`src/rtl/prog_loader_if.sv`:
```
`default_nettype none
// ============================================================================
// Module   : prog_loader_if
// Brief    : Nibble stream and load-start signals between the program source
//            and the instruction-store loader.
// Revision : 1.0 - initial release
// ============================================================================
interface prog_loader_if #(
    parameter int NIB_W = 4
);
    logic             start;
    logic [NIB_W-1:0] nib_data;
    logic             nib_valid;
    logic             nib_ready;

    modport master (
        output start,
        output nib_data,
        output nib_valid,
        input  nib_ready
    );

    modport slave (
        input  start,
        input  nib_data,
        input  nib_valid,
        output nib_ready
    );
endinterface
`default_nettype wire

```
`src/rtl/prog_loader.sv`:
```
`default_nettype none
// ============================================================================
// Module   : prog_loader
// Brief    : Loadable DEPTH x INSTR_W instruction store fed by a nibble stream.
//            Optional trailing XOR checksum nibble: PROG_LOADER_CKSUM_EN.
// Revision : 1.0 - initial release
// ============================================================================
module prog_loader #(
    parameter int INSTR_W = 12,
    parameter int DEPTH   = 8,
    parameter int ADDR_W  = 3,
    parameter int NIB_W   = 4
) (
    input  wire logic               clk,
    input  wire logic               rst_n,
    prog_loader_if.slave            bus,
    input  wire logic [ADDR_W-1:0]  rd_addr,
    output logic      [INSTR_W-1:0] rd_data,
    output logic                    run,
    output logic                    busy,
    output logic                    err,
    output logic      [ADDR_W:0]    words_loaded
);

`ifdef PROG_LOADER_CKSUM_EN
    typedef enum logic [1:0] {
        S_IDLE  = 2'd0,
        S_LOAD  = 2'd1,
        S_RUN   = 2'd2,
        S_CHECK = 2'd3
    } state_t;
`else
    typedef enum logic [1:0] {
        S_IDLE  = 2'd0,
        S_LOAD  = 2'd1,
        S_RUN   = 2'd2
    } state_t;
`endif

    state_t             r_state;
    state_t             w_state_nxt;
    logic [1:0]         r_phase;
    logic [ADDR_W-1:0]  r_waddr;
    logic [ADDR_W:0]    r_words;
    logic [NIB_W-1:0]   r_n0;
    logic [NIB_W-1:0]   r_n1;
    logic [INSTR_W-1:0] r_store [DEPTH];

    logic w_xfer;
    logic w_load_start;
    logic w_last_word;

    assign w_xfer       = bus.nib_valid && bus.nib_ready;
    assign w_load_start = bus.start && ((r_state == S_IDLE) || (r_state == S_RUN));
    assign w_last_word  = w_xfer && (r_state == S_LOAD) && (r_phase == 2'd2)
                          && (r_waddr == ADDR_W'(DEPTH - 1));

    // Handshake and status decode straight from the state register.
`ifdef PROG_LOADER_CKSUM_EN
    assign bus.nib_ready = (r_state == S_LOAD) || (r_state == S_CHECK);
    assign busy          = (r_state == S_LOAD) || (r_state == S_CHECK);
`else
    assign bus.nib_ready = (r_state == S_LOAD);
    assign busy          = (r_state == S_LOAD);
`endif
    assign run          = (r_state == S_RUN);
    assign words_loaded = r_words;
    assign rd_data      = r_store[rd_addr];

`ifdef PROG_LOADER_CKSUM_EN
    logic [NIB_W-1:0] r_cksum;
    logic             r_err;
    logic             w_cks_ok;

    assign w_cks_ok = (bus.nib_data == r_cksum);
    assign err      = r_err;

    always_ff @(posedge clk or negedge rst_n) begin
        if (!rst_n) begin
            r_cksum <= '0;
            r_err   <= 1'b0;
        end else if (w_load_start) begin
            r_cksum <= '0;
            r_err   <= 1'b0;
        end else if (w_xfer && (r_state == S_LOAD)) begin
            r_cksum <= r_cksum ^ bus.nib_data;
        end else if (w_xfer && (r_state == S_CHECK) && !w_cks_ok) begin
            r_err   <= 1'b1;
        end
    end
`else
    assign err = 1'b0;
`endif

    always_ff @(posedge clk or negedge rst_n) begin
        if (!rst_n) r_state <= S_IDLE;
        else        r_state <= w_state_nxt;
    end

    always_comb begin
        w_state_nxt = r_state;
        unique case (r_state)
            S_IDLE: if (bus.start) w_state_nxt = S_LOAD;
            S_LOAD: begin
                if (w_last_word) begin
`ifdef PROG_LOADER_CKSUM_EN
                    w_state_nxt = S_CHECK;
`else
                    w_state_nxt = S_RUN;
`endif
                end
            end
            S_RUN:  if (bus.start) w_state_nxt = S_LOAD;
`ifdef PROG_LOADER_CKSUM_EN
            S_CHECK: if (w_xfer) w_state_nxt = w_cks_ok ? S_RUN : S_IDLE;
`endif
            default: w_state_nxt = S_IDLE;
        endcase
    end

    // A reload from RUN keeps old words; each is overwritten as it arrives.
    always_ff @(posedge clk or negedge rst_n) begin
        if (!rst_n) begin
            r_phase <= 2'd0;
            r_waddr <= '0;
            r_words <= '0;
            r_n0    <= '0;
            r_n1    <= '0;
            for (int i = 0; i < DEPTH; i++) r_store[i] <= '0;
        end else if (w_load_start) begin
            r_phase <= 2'd0;
            r_waddr <= '0;
            r_words <= '0;
        end else if (w_xfer && (r_state == S_LOAD)) begin
            unique case (r_phase)
                2'd0: begin
                    r_n0    <= bus.nib_data;
                    r_phase <= 2'd1;
                end
                2'd1: begin
                    r_n1    <= bus.nib_data;
                    r_phase <= 2'd2;
                end
                default: begin
                    r_store[r_waddr] <= {r_n0, r_n1, bus.nib_data};
                    r_waddr          <= r_waddr + ADDR_W'(1);
                    r_words          <= r_words + (ADDR_W + 1)'(1);
                    r_phase          <= 2'd0;
                end
            endcase
        end
    end

endmodule
`default_nettype wire

```
`src/flat_wrapper.sv`:
```
// flat-port wrapper written by rule: the top's interface ports become plain ports
module prog_loader_flat 
#(
    parameter int INSTR_W = 12,
    parameter int DEPTH   = 8,
    parameter int ADDR_W  = 3,
    parameter int NIB_W   = 4
)
  (clk, rst_n, rd_addr, rd_data, run, busy, err, words_loaded, bus_start, bus_nib_data, bus_nib_valid, bus_nib_ready);
  prog_loader_if #(.NIB_W(NIB_W)) bus_i ();
  input  wire logic clk;
  input  wire logic rst_n;
  input  wire logic [ADDR_W-1:0] rd_addr;
  output logic      [INSTR_W-1:0] rd_data;
  output logic run;
  output logic busy;
  output logic err;
  output logic      [ADDR_W:0] words_loaded;
  input wire logic [$bits(bus_i.start)-1:0] bus_start;
  input wire logic [$bits(bus_i.nib_data)-1:0] bus_nib_data;
  input wire logic [$bits(bus_i.nib_valid)-1:0] bus_nib_valid;
  output wire logic [$bits(bus_i.nib_ready)-1:0] bus_nib_ready;
  assign bus_i.start = bus_start;
  assign bus_i.nib_data = bus_nib_data;
  assign bus_i.nib_valid = bus_nib_valid;
  assign bus_nib_ready = bus_i.nib_ready;
  prog_loader #(.INSTR_W(INSTR_W), .DEPTH(DEPTH), .ADDR_W(ADDR_W), .NIB_W(NIB_W)) u_core (.clk(clk), .rst_n(rst_n), .bus(bus_i), .rd_addr(rd_addr), .rd_data(rd_data), .run(run), .busy(busy), .err(err), .words_loaded(words_loaded));
endmodule
```
`config.mk`:
```
export PLATFORM = sky130hd
export DESIGN_NAME = prog_loader_flat
export DESIGN_NICKNAME = d
export VERILOG_FILES = /design/src/rtl/prog_loader_if.sv /design/src/rtl/prog_loader.sv /design/src/flat_wrapper.sv
export SDC_FILE = /design/constraint.sdc
export NUM_CORES = 1
export LEC_CHECK = 0
export CELL_PAD_IN_SITES_DETAIL_PLACEMENT = 0
export CELL_PAD_IN_SITES_GLOBAL_PLACEMENT = 1
export CORE_ASPECT_RATIO = 1.5
export CORE_MARGIN = 2
export CORE_UTILIZATION = 25
export DETAILED_ROUTE_END_ITERATION = 10
export PLACE_DENSITY_LB_ADDON = 0.1
export SYNTH_ARGS = -nofsm -noshare
export SYNTH_HDL_FRONTEND = slang
export SYNTH_SLANG_ARGS = --single-unit
export TNS_END_PERCENT = 50
```
`constraint.sdc`:
```
create_clock -name clk -period 4.6 [get_ports clk]
set_input_delay 0.92 -clock clk [delete_from_list [all_inputs] [get_ports clk]]
set_output_delay 0.92 -clock clk [all_outputs]
set_load 0.05 [all_outputs]
```
== Yosys cells after proc, flatten, opt, wreduce, memory -nomap -nowiden ==
Index checks and enable logic that the tools add are counted.

* Add/sub/neg operators: 2
* Order comparisons: 3
* Equality and inequality tests: 8
* Muxes and demuxes: 18
* Bitwise logic cells: 4
* Reductions and logical operators: 17

{| class="wikitable"
|+ Operator list
! operator !! count
|-
| $bwmux 96 || 1
|-
| $bmux 12 s3 || 1
|-
| $demux 12 s3 || 1
|-
| $mux 12 || 3
|-
| $mux 4 || 3
|-
| $mux 3 || 3
|-
| $reduce_and 3->1 || 3
|-
| $ge 4x4->1 const B || 2
|-
| $mux 2 || 4
|-
| $not 3->4 || 2
|-
| $pmux 2 s2 || 2
|-
| $logic_and 1x1->1 || 6
|-
| $add 4x1->4 const B || 1
|-
| $eq 2x1->1 const B || 2
|-
| $eq 2x2->1 const B || 2
|-
| $logic_not 2->1 || 2
|-
| $lt 4x1->1 const B || 1
|-
| $ne 2x1->1 const B || 2
|-
| $reduce_and 2->1 || 2
|-
| $reduce_or 2->1 || 2
|-
| $add 3x1->3 const B || 1
|-
| $eq 3x3->1 const B || 1
|-
| $ne 2x2->1 const B || 1
|-
| $not 1->1 || 2
|-
| 2 further kinds || 2
|}

* Register bits after elaboration: 115

== Longest topological paths before layout ==
Gate-level depths: netlist (run 1).

* Word-level depth: 7
* Depth in mapped cells: 5
* Mapped depth without buffers: 5

== Least setup slack after synthesis (run 1) ==
OpenSTA, ideal clock, no wires.

* Kind: input to output
* Start point: input port rd_addr[0]
* End point: output port rd_data[0]
* Arrival time: 2.310 ns
* Required time: 3.680 ns
* Slack: 1.370 ns
* Stages: 4
* Path buffers: 2
* Cells stage by stage: buf_2 buf_2 mux4_2 mux2_2

* Longest elaborated chain between the ends: 4

{| class="wikitable"
|+ Ends and longest elaborated chain
! item !! RTL line !! RTL
|-
| from (decl) || flat_wrapper.sv:13 || <nowiki>input wire logic [ADDR_W-1:0] rd_addr;</nowiki>
|-
| $not 3->4 (implied by the code) || prog_loader.sv:68 || <nowiki>assign rd_data = r_store[rd_addr];</nowiki>
|-
| $bmux 12 s3 || prog_loader.sv:68 ||
|-
| $mux 12 (implied by the code) (2 in series) || prog_loader.sv:68 ||
|-
| to (decl) || flat_wrapper.sv:14 || <nowiki>output logic [INSTR_W-1:0] rd_data;</nowiki>
|}

Every way passes these cells. The select of a mux whose other input is x is not followed.

== Final worst setup path (run 1) ==
* Start point: input port rd_addr[2]
* End point: output port rd_data[1]

The elaborated chain is that of the path after synthesis.

==> flow_metrics.py, run 1 <==
metrics = {
    "setup_path": {
        "cp-end-kind": "output port",
        "arrival_ns": 2.64,
        "cp_max_fo": 24,
        "critical_path_class": "primary input to output port",
        "critPathRequiredTime_ns": 3.68,
        "setup.worst_path.start_class": "primary input",
    },
    "clock_network": {
        "clk_latency_ns": 0.41,
        "cts_buffer_depth": 2,
        "path_clk_slew_ns": 0.05,
        "cts.sinks": 115,
        "cts_resized": 0,
        "postCtsSetupBuffers": 0,
        "cts_hold_buf": 0,
        "cts_tree": "done",
        "cts.root.buffer_cell": "clkbuf_16",
        "htree_levels": 4,
        "cts_buffers": 17,
    },
    "logic_synthesis": {
        "yosysTopAreaCellShare_pct": 54.7,
        "avgSynthCellArea_um2": 16.0,
        "syn-num-nets": 344,
        "synth-async-reset-ratio_pct": 100,
        "syn_inst": 330,
        "synth-edff-count": 0,
        "syn_area_um2": 5270,
        "synthFlopType": "dfrtp_1",
        "ys_seq_elements": 115,
        "seq_area_frac_synth_pct": 54.7,
        "synth_largest_area_cell": "dfrtp_1",
        "synthTopCellsByArea": "dfrtp_1 (55%), mux2_2 (21%), mux4_2 (10%)",
        "synthDistinctLibCells": 30,
        "ys_warn_count": 0,
    },
    "finish": {
        "syn_to_final_growth_pct": 20.3,
        "drive_gt1_share_pct": 52.5,
        "diodes": 0,
        "finalNetCount": 378,
        "finalNonFillerCells": 643,
        "n_fill_cell": 2130,
    },
    "route": {
        "vias_per_cell": 4.50,
        "wirelength_um": 12900,
        "drc_errors": 0,
        "first_pass_iters": 4,
        "wl_per_cell_um": 20.1,
        "ant_nets": 0,
        "via_count": 2894,
        "drt_iter0_drc": 94,
    },
    "grt": {
        "grt_max_degree": 57,
        "grt_pass1_wl_um": 20300,
        "grtUsageTotal_pct": 12.8,
        "first_global_vias": 3301,
        "antenna_found_initial": 0,
        "grt_overflow_total": 0,
    },
    "floorplan": {
        "die_h_um": 182,
        "start_util_pct": 25.3,
        "io_pins": 31,
        "core_um2": 20800,
        "die_w_um": 122,
        "rows": 65,
        "die-area_um2": 22300,
    },
    "placement": {
        "port_buffers": 29,
        "place_inst": 613,
        "dpl.hpwl_um": 8100,
        "gp_congestion": 0.651,
    },
    "timing": {
        "min_period_ns": 3.56,
        "final.setup.tns_ns": 0,
        "rsz0062_at_grt": "false",
        "final_hold_viol_count": 0,
        "slew_viol_final": 0,
        "whs_ns": 0.479,
        "period_share_pct": 77.4,
        "setup_viol": 0,
        "worst_pin_slew_ns": 0.876,
        "finClkSkew_ns": 0.00616,
        "relSlewSlack_pct": 41.6,
        "fmax_mhz": 281,
    },
    "run": {
        "max_cap_viol_count": 0,
    },
    "power": {
        "vdd_ir_drop_max_uv": 232,
        "power_uw": 3820,
        "leakagePower_uw": 0.00297,
        "powerDensity_nw_per_um2": 603,
    },
    "hold_path": {
        "hp-class": "register to register",
    },
    "outcome": {
        "outcome": "complete, no violations",
    },
}
[synth_stat cells, types with 3 or more instances]
cell type,n
mux2_2,96
nand2_1,12
buf_2,11
buf_1,5
nor2b_1,3
dfrtp_1,115
and4b_1,3
o21ai_0,3
mux2_4,20
mux4_2,24
clkbuf_1,5
ha_1,3
nand3_1,7
[layout make-up]
type / count / area (um^2) / share of cell area (%)
flip-flops and latches: 115 / 2880 / 45.4
repair buffers: 40 / 335 / 5.30
well taps: 268 / 335 / 5.30
inverters: 1 / 3.75 / 0.0593
multi-input cells: 189 / 2260 / 35.7
clock buffers: 24 / 492 / 7.77
clock inverters: 6 / 30.0 / 0.474
[power by group]
group	switching, uW	internal (uW)	total [uW]
sequential	284	1350	1630
combinational	451	567	1020
clock	434	731	1170
[per-stage QoR]
stage | area (um^2) | worst slack (ns) | util, %
global route | 6330 | 0.935 | 30.4
finish | 6330 | 1.04 | 30.4
floorplan | 5270 | 1.37 | -
global placement | 5810 | 0.970 | 27.9
CTS | 6330 | 0.996 | 30.4
detailed placement | 5810 | 0.997 | 27.9
[per-layer routing]
layer	part of all wire [%]	GRT usage, %
met1	43	15.3
met2	53	21.8
met3	2.3	3.27
met4	1.5	5.10
met5	0	0
[worst max-delay path, cell delays in order]
cell and delay, ns:
clkdlybuf4s50_1 0.46, buf_4 0.38, mux4_2 0.38, mux2_2 0.30, buf_4 0.19
[sequential cells by signal, indices dropped and copies added (netlist names)]
signal,cells
u_core.r_n0,4
u_core.r_n1,4
u_core.r_phase,2
u_core.r_state,2
u_core.r_store,96
u_core.r_waddr,3
u_core.words_loaded,4
[cell families after synthesis]
family	synth area share, %
AO/OA/AOI/OAI	0.903
adder cells (fa/ha/maj)	0.713
buffers and inverters	2.54
flip-flops	54.7
multiplexers	36.9
other	0.0712
AND/OR/NAND/NOR	4.23
[cells in the final DEF, fill, tap and decap left out, types with 2 or more instances in the layout]
| cell type | synthesis | layout |
|---|---|---|
| buf_4 | 2 | 24 |
| dfrtp_1 | 115 | 115 |
| clkbuf_1 | 5 | 3 |
| o21ai_0 | 3 | 3 |
| mux2_4 | 20 | 20 |
| clkbuf_16 | 0 | 17 |
| mux2i_1 | 2 | 2 |
| mux2_2 | 96 | 96 |
| nand3_1 | 7 | 7 |
| clkbuf_8 | 0 | 4 |
| clkinv_2 | 0 | 6 |
| or4b_4 | 2 | 2 |
| nand2b_1 | 2 | 2 |
| ha_1 | 3 | 3 |
| mux4_2 | 24 | 24 |
| nor2_1 | 2 | 2 |
| and4b_1 | 3 | 3 |
| nor2b_1 | 3 | 3 |
| clkdlybuf4s50_1 | 0 | 15 |
| nand2_1 | 12 | 12 |
[final timing paths]
kind	from	to	slack, ns	cells after the start
worst min register to register	u_core.words_loaded[3]	u_core.words_loaded[3]	0.48	1
min in group asynchronous	rst_n	u_core.r_state[1]	0.57	1
worst min-delay path	u_core.words_loaded[3]	u_core.words_loaded[3]	0.48	1
max in group asynchronous	rst_n	u_core.r_store[37]	3.10	2
worst max-delay path	rd_addr[2]	rd_data[1]	1.04	5
worst max register to register	u_core.r_state[1]	u_core.r_store[20]	2.22	4
Note: power is estimated with default switching activity, not from simulation.
==> run 2, diff against run 1 <==
==> constraint.sdc (replaced) <==
create_clock -name clk -period 3.3 [get_ports clk]
set_input_delay 0.66 -clock clk [delete_from_list [all_inputs] [get_ports clk]]
set_output_delay 0.66 -clock clk [all_outputs]
set_load 0.05 [all_outputs]
==> run 2 against run 1 <==
Against the previous run: critical path depth is the same; critical path type unchanged; core utilization grew 0.51 points; worst setup slack worse by 0.62 ns; via count is 0.31% higher.
==> flow_metrics.py, run 2 (synthesized netlist as in run 1, its figures left out) <==
metrics = {
    "finish": {
        "drive_gt1_share_pct": 52.8,
        "final_util_pct": 30.9,
        "finalNetCount": 381,
        "mostFrequentLayoutCells": "dfrtp_1 (115), mux2_2 (96), mux4_2 (24), buf_4 (24), mux2_4 (20)",
        "finalNonFillerCells": 647,
        "syn_to_final_growth_pct": 22.3,
        "largest_register_ffs": 96,
        "diodes": 0,
        "final_common_cell": "dfrtp_1",
        "regMostFlops": "u_core.r_store",
    },
    "grt": {
        "grt_overflow_total": 0,
        "antenna_found_initial": 0,
        "grt_pass1_wl_um": 20000,
        "grt_max_degree": 44,
        "first_global_vias": 3256,
        "grtUsageTotal_pct": 12.6,
    },
    "setup_path": {
        "crit_start": "rd_addr[2]",
        "cp_max_fo": 24,
        "crit_chain": "clkdlybuf4s50_1 -> buf_12 -> mux4_2 -> mux2_2 -> buf_4",
        "arrival_ns": 2.23,
        "worst_path_largest_cell_delay_ns": 0.51,
        "crit_family": "buffers and inverters",
        "r2r_slack_ns": 1.37,
        "critPathRequiredTime_ns": 2.64,
        "critical_path_class": "primary input to output port",
        "cp-end-kind": "output port",
        "r2r-start": "u_core.r_state[1]",
        "reg2reg_to": "u_core.r_store[64]",
        "path_buf_inv": 3,
        "setup.worst_path.start_class": "primary input",
        "r2r_cells": 3,
        "critPathSlowestCell": "clkdlybuf4s50_1",
    },
    "hold_path": {
        "hp-class": "primary input to async pin",
    },
    "timing": {
        "finClkSkew_ns": 0.00525,
        "slew_viol_final": 0,
        "setup_viol": 0,
        "final.setup.tns_ns": 0,
        "fmax_mhz": 347,
        "rsz0062_at_grt": "false",
        "period_share_pct": 87.4,
        "min_period_ns": 2.89,
        "worst_pin_slew_ns": 0.608,
        "relSlewSlack_pct": 59.4,
        "final_hold_viol_count": 0,
    },
    "run": {
        "max_cap_viol_count": 0,
    },
    "clock_network": {
        "cts_tree": "done",
        "cts_buffer_depth": 2,
        "htree_levels": 4,
        "cts_buffers": 17,
        "cts_resized": 0,
        "cts.sinks": 115,
        "postCtsSetupBuffers": 0,
        "cts_hold_buf": 0,
        "cts.root.buffer_cell": "clkbuf_16",
        "path_clk_slew_ns": 0.05,
        "clk_latency_ns": 0.41,
    },
    "placement": {
        "dpl.hpwl_um": 7800,
        "gp_congestion": 0.665,
        "place_inst": 616,
        "port_buffers": 29,
    },
    "floorplan": {
        "core_um2": 20800,
        "rows": 65,
        "die-area_um2": 22300,
        "start_util_pct": 25.3,
        "die_w_um": 122,
        "die_h_um": 182,
        "io_pins": 31,
    },
    "power": {
        "leakagePower_uw": 0.00302,
        "internal-power_uw": 3830,
        "power_uw": 5460,
        "switching_power_uw": 1630,
        "switching_share_pct": 29.8,
        "seq_power_share_pct": 41.4,
        "powerDensity_nw_per_um2": 847,
        "power_frac_comb_pct": 26.3,
        "vdd_ir_drop_max_uv": 307,
        "power_frac_clock_pct": 32.3,
    },
    "route": {
        "ant_nets": 0,
        "drt_iter0_drc": 108,
        "first_pass_iters": 4,
        "vias_per_cell": 4.49,
        "wirelength_um": 12900,
        "via_count": 2903,
        "wl_per_cell_um": 19.9,
        "drc_errors": 0,
    },
    "outcome": {
        "outcome": "complete, no violations",
    },
}
==> run 2: cell types whose count changed in the layout (fill, tap and decap cells not counted), sizes merged <==
| cell | delta |
|---|---|
| clkinv | -3 |
| buf | +3 |
| clkbuf | +3 |
| bufinv | +1 |
==> run 2: layer usage <==
layer  routed length (um)  up-vias  global-route usage [%]
met5                    0        -                       0
met4                  209        0                    5.24
met3                  283       13                    2.86
met2                 6740       39                    21.3
met1                 5660     1560                    15.3
li1                     -     1291                       -
==> run 2: final cells by class <==
type | count | area (um^2)
clock buffer | 27 | 523
clock inverter | 4 | 45.0
fill | 2095 | 14400
inverter | 1 | 3.75
multi-input combinational | 189 | 2260
sequential | 115 | 2880
tap | 268 | 335
timing repair buffer | 43 | 395
==> run 2: how the worst max path moves through the flow <==
stage               cells after the start  slack [ns]         end
floorplan                               4        0.59  rd_data[0]
global placement                        5        0.38  rd_data[3]
detailed placement                      5        0.38  rd_data[3]
CTS                                     5        0.38  rd_data[3]
global route                            5        0.36  rd_data[3]
finish                                  5        0.41  rd_data[1]
==> run 2: through the flow <==
stage                     hold slack [ns]  setup WS, ns  instance area (um^2)
final                               0.229         0.414                  6440
after global routing                0.262         0.360                  6440
after CTS                           0.238         0.377                  6440
after detailed placement            0.473         0.378                  5870
after global placement              0.465         0.379                  5870
after floorplan                     0.364         0.590                  5270
==> run 2: power by group through the flow <==
stage	combinational [uW]	clock [uW]	sequential [uW]
floorplan	1090	0	2190
global placement	1450	0	2270
detailed placement	1460	0	2280
CTS	1470	1820	2260
global route	1530	1870	2340
finish	1430	1760	2260
==> run 3, diff against run 2 <==
--- a/config.mk
+++ b/config.mk
@@ -8,10 +8,11 @@
 export CELL_PAD_IN_SITES_DETAIL_PLACEMENT = 0
 export CELL_PAD_IN_SITES_GLOBAL_PLACEMENT = 1
 export CORE_ASPECT_RATIO = 1.5
-export CORE_MARGIN = 2
+export CORE_MARGIN = 10
 export CORE_UTILIZATION = 25
 export DETAILED_ROUTE_END_ITERATION = 10
 export PLACE_DENSITY_LB_ADDON = 0.1
+export SKIP_LAST_GASP = 1
 export SYNTH_ARGS = -nofsm -noshare
 export SYNTH_HDL_FRONTEND = slang
 export SYNTH_SLANG_ARGS = --single-unit
==> run 3 against run 2 <==
Against the previous run: critical path depth stayed put; maximum frequency is 0.33% lower; largest cell class unchanged; sequential power hardly changed; highest routed layer unchanged; die area is 23% higher; combinational power hardly changed; flip-flop and latch count stayed put; via count is 1.0% lower; cell count is 0.15% lower; largest power group unchanged.
==> flow_metrics.py, run 3 (synthesized netlist as in run 1, its figures left out) <==
metrics = {
    "power": {
        "seq_power_share_pct": 38.3,
        "power_frac_comb_pct": 24.5,
        "powerDensity_nw_per_um2": 898,
        "leakagePower_uw": 0.00307,
        "vdd_ir_drop_max_uv": 296,
        "power_frac_clock_pct": 37.3,
        "internal-power_uw": 4230,
        "switching_power_uw": 1660,
        "switching_share_pct": 28.2,
    },
    "setup_path": {
        "critPathSlowestCell": "clkdlybuf4s50_1",
        "setup.worst_path.start_class": "primary input",
        "worst_path_largest_cell_delay_ns": 0.51,
        "arrival_ns": 2.24,
        "critical_path_class": "primary input to output port",
        "cp-end-kind": "output port",
        "cp_max_fo": 24,
        "crit_chain": "clkdlybuf4s50_1 -> buf_12 -> mux4_2 -> mux2_2 -> buf_4",
        "critPathRequiredTime_ns": 2.64,
    },
    "clock_network": {
        "postCtsSetupBuffers": 0,
        "cts.root.buffer_cell": "clkbuf_16",
        "cts_buffers": 17,
        "cts_buffer_depth": 2,
        "htree_levels": 4,
        "cts_hold_buf": 0,
        "path_clk_slew_ns": 0.05,
        "cts_resized": 0,
        "cts_tree": "done",
        "clk_latency_ns": 0.41,
        "cts.sinks": 115,
    },
    "grt": {
        "first_global_vias": 3218,
        "grt_max_degree": 81,
        "antenna_found_initial": 0,
        "grt_pass1_wl_um": 20200,
        "grt_overflow_total": 0,
        "grtUsageTotal_pct": 9.85,
    },
    "finish": {
        "largest_register_ffs": 96,
        "design_area_um2": 6560,
        "n_fill_cell": 2021,
        "finalNonFillerCells": 646,
        "syn_to_final_growth_pct": 24.5,
        "drive_gt1_share_pct": 53.2,
        "finalNetCount": 379,
        "diodes": 0,
        "regMostFlops": "u_core.r_store",
        "mostFrequentLayoutCells": "dfrtp_1 (115), mux2_2 (96), mux4_2 (24)",
        "final_common_cell": "dfrtp_1",
    },
    "route": {
        "wirelength_um": 13000,
        "drt_iter0_drc": 141,
        "drc_errors": 0,
        "first_pass_iters": 4,
        "vias_per_cell": 4.45,
        "wl_per_cell_um": 20.2,
        "ant_nets": 0,
        "via_count": 2874,
    },
    "placement": {
        "dpl.hpwl_um": 7670,
        "post_dp_cell_area_um2": 5860,
        "gp_congestion": 0.647,
        "post-place-ws_ns": 0.377,
        "port_buffers": 29,
        "place_inst": 614,
    },
    "timing": {
        "whs_ns": 0.225,
        "min_period_ns": 2.90,
        "rsz0062_at_grt": "false",
        "relSlewSlack_pct": 55.7,
        "setup_viol": 0,
        "finClkSkew_ns": 0.00828,
        "slew_viol_final": 0,
        "final.setup.tns_ns": 0,
        "fmax_mhz": 345,
        "period_share_pct": 87.7,
        "final_hold_viol_count": 0,
        "worst_slack_ns": 0.405,
        "worst_pin_slew_ns": 0.663,
    },
    "floorplan": {
        "die_h_um": 198,
        "core_um2": 20900,
        "die_w_um": 138,
        "start_util_pct": 25.2,
        "io_pins": 31,
        "die-area_um2": 27400,
        "rows": 65,
    },
    "hold_path": {
        "hp-class": "primary input to async pin",
    },
    "outcome": {
        "outcome": "complete, no violations",
    },
    "run": {
        "max_cap_viol_count": 0,
    },
}
==> run 3: worst paths after layout <==
path	from	cells past startpoint	slack, ns	endpoint
worst min-delay path	rst_n	1	0.23	u_core.r_store[68]
worst max register to register	u_core.r_state[1]	3	1.37	u_core.r_store[63]
worst min register to register	u_core.words_loaded[3]	1	0.48	u_core.words_loaded[3]
max in group asynchronous	rst_n	2	2.24	u_core.r_store[60]
min in group clk	u_core.words_loaded[3]	1	0.48	u_core.words_loaded[3]
worst max-delay path	rd_addr[2]	5	0.40	rd_data[3]
==> run 3: final cells by class <==
class	count	area (um^2)	share of cell area, %
Tap cell	268	335	5.12
Multi-Input combinational cell	189	2260	34.5
Clock inverter	10	225	3.44
Inverter	1	3.75	0.0573
Timing Repair Buffer	41	380	5.80
Clock buffer	22	474	7.23
Sequential cell	115	2880	43.9
==> run 3: stage by stage <==
step / util [%] / total power, uW
after floorplan: - / 3280
after global placement: 28.0 / 3720
after detailed placement: 28.0 / 3750
after CTS: 31.4 / 5980
after global routing: 31.4 / 6180
final: 31.4 / 5890
==> run 3: metal layers <==
metal / track usage, % / vias up / routed length [um]
li1: - / 1289 / -
met1: 11.6 / 1527 / 5860
met2: 16.4 / 38 / 6470
met3: 2.59 / 20 / 385
met4: 4.62 / 0 / 301
met5: 0 / - / 0
==> run 3: worst max-delay path, delay by kind of cell <==
kind / cells / cell delay, ns
buf+inv: 3 / 0.93
mux: 2 / 0.64
==> run 3: power groups by stage <==
stage / Combinational, uW / Sequential (uW) / Clock [uW]
floorplan: 1090 / 2190 / 0
global placement: 1450 / 2270 / 0
detailed placement: 1470 / 2270 / 0
CTS: 1480 / 2250 / 2250
global route: 1550 / 2320 / 2310
finish: 1440 / 2250 / 2190
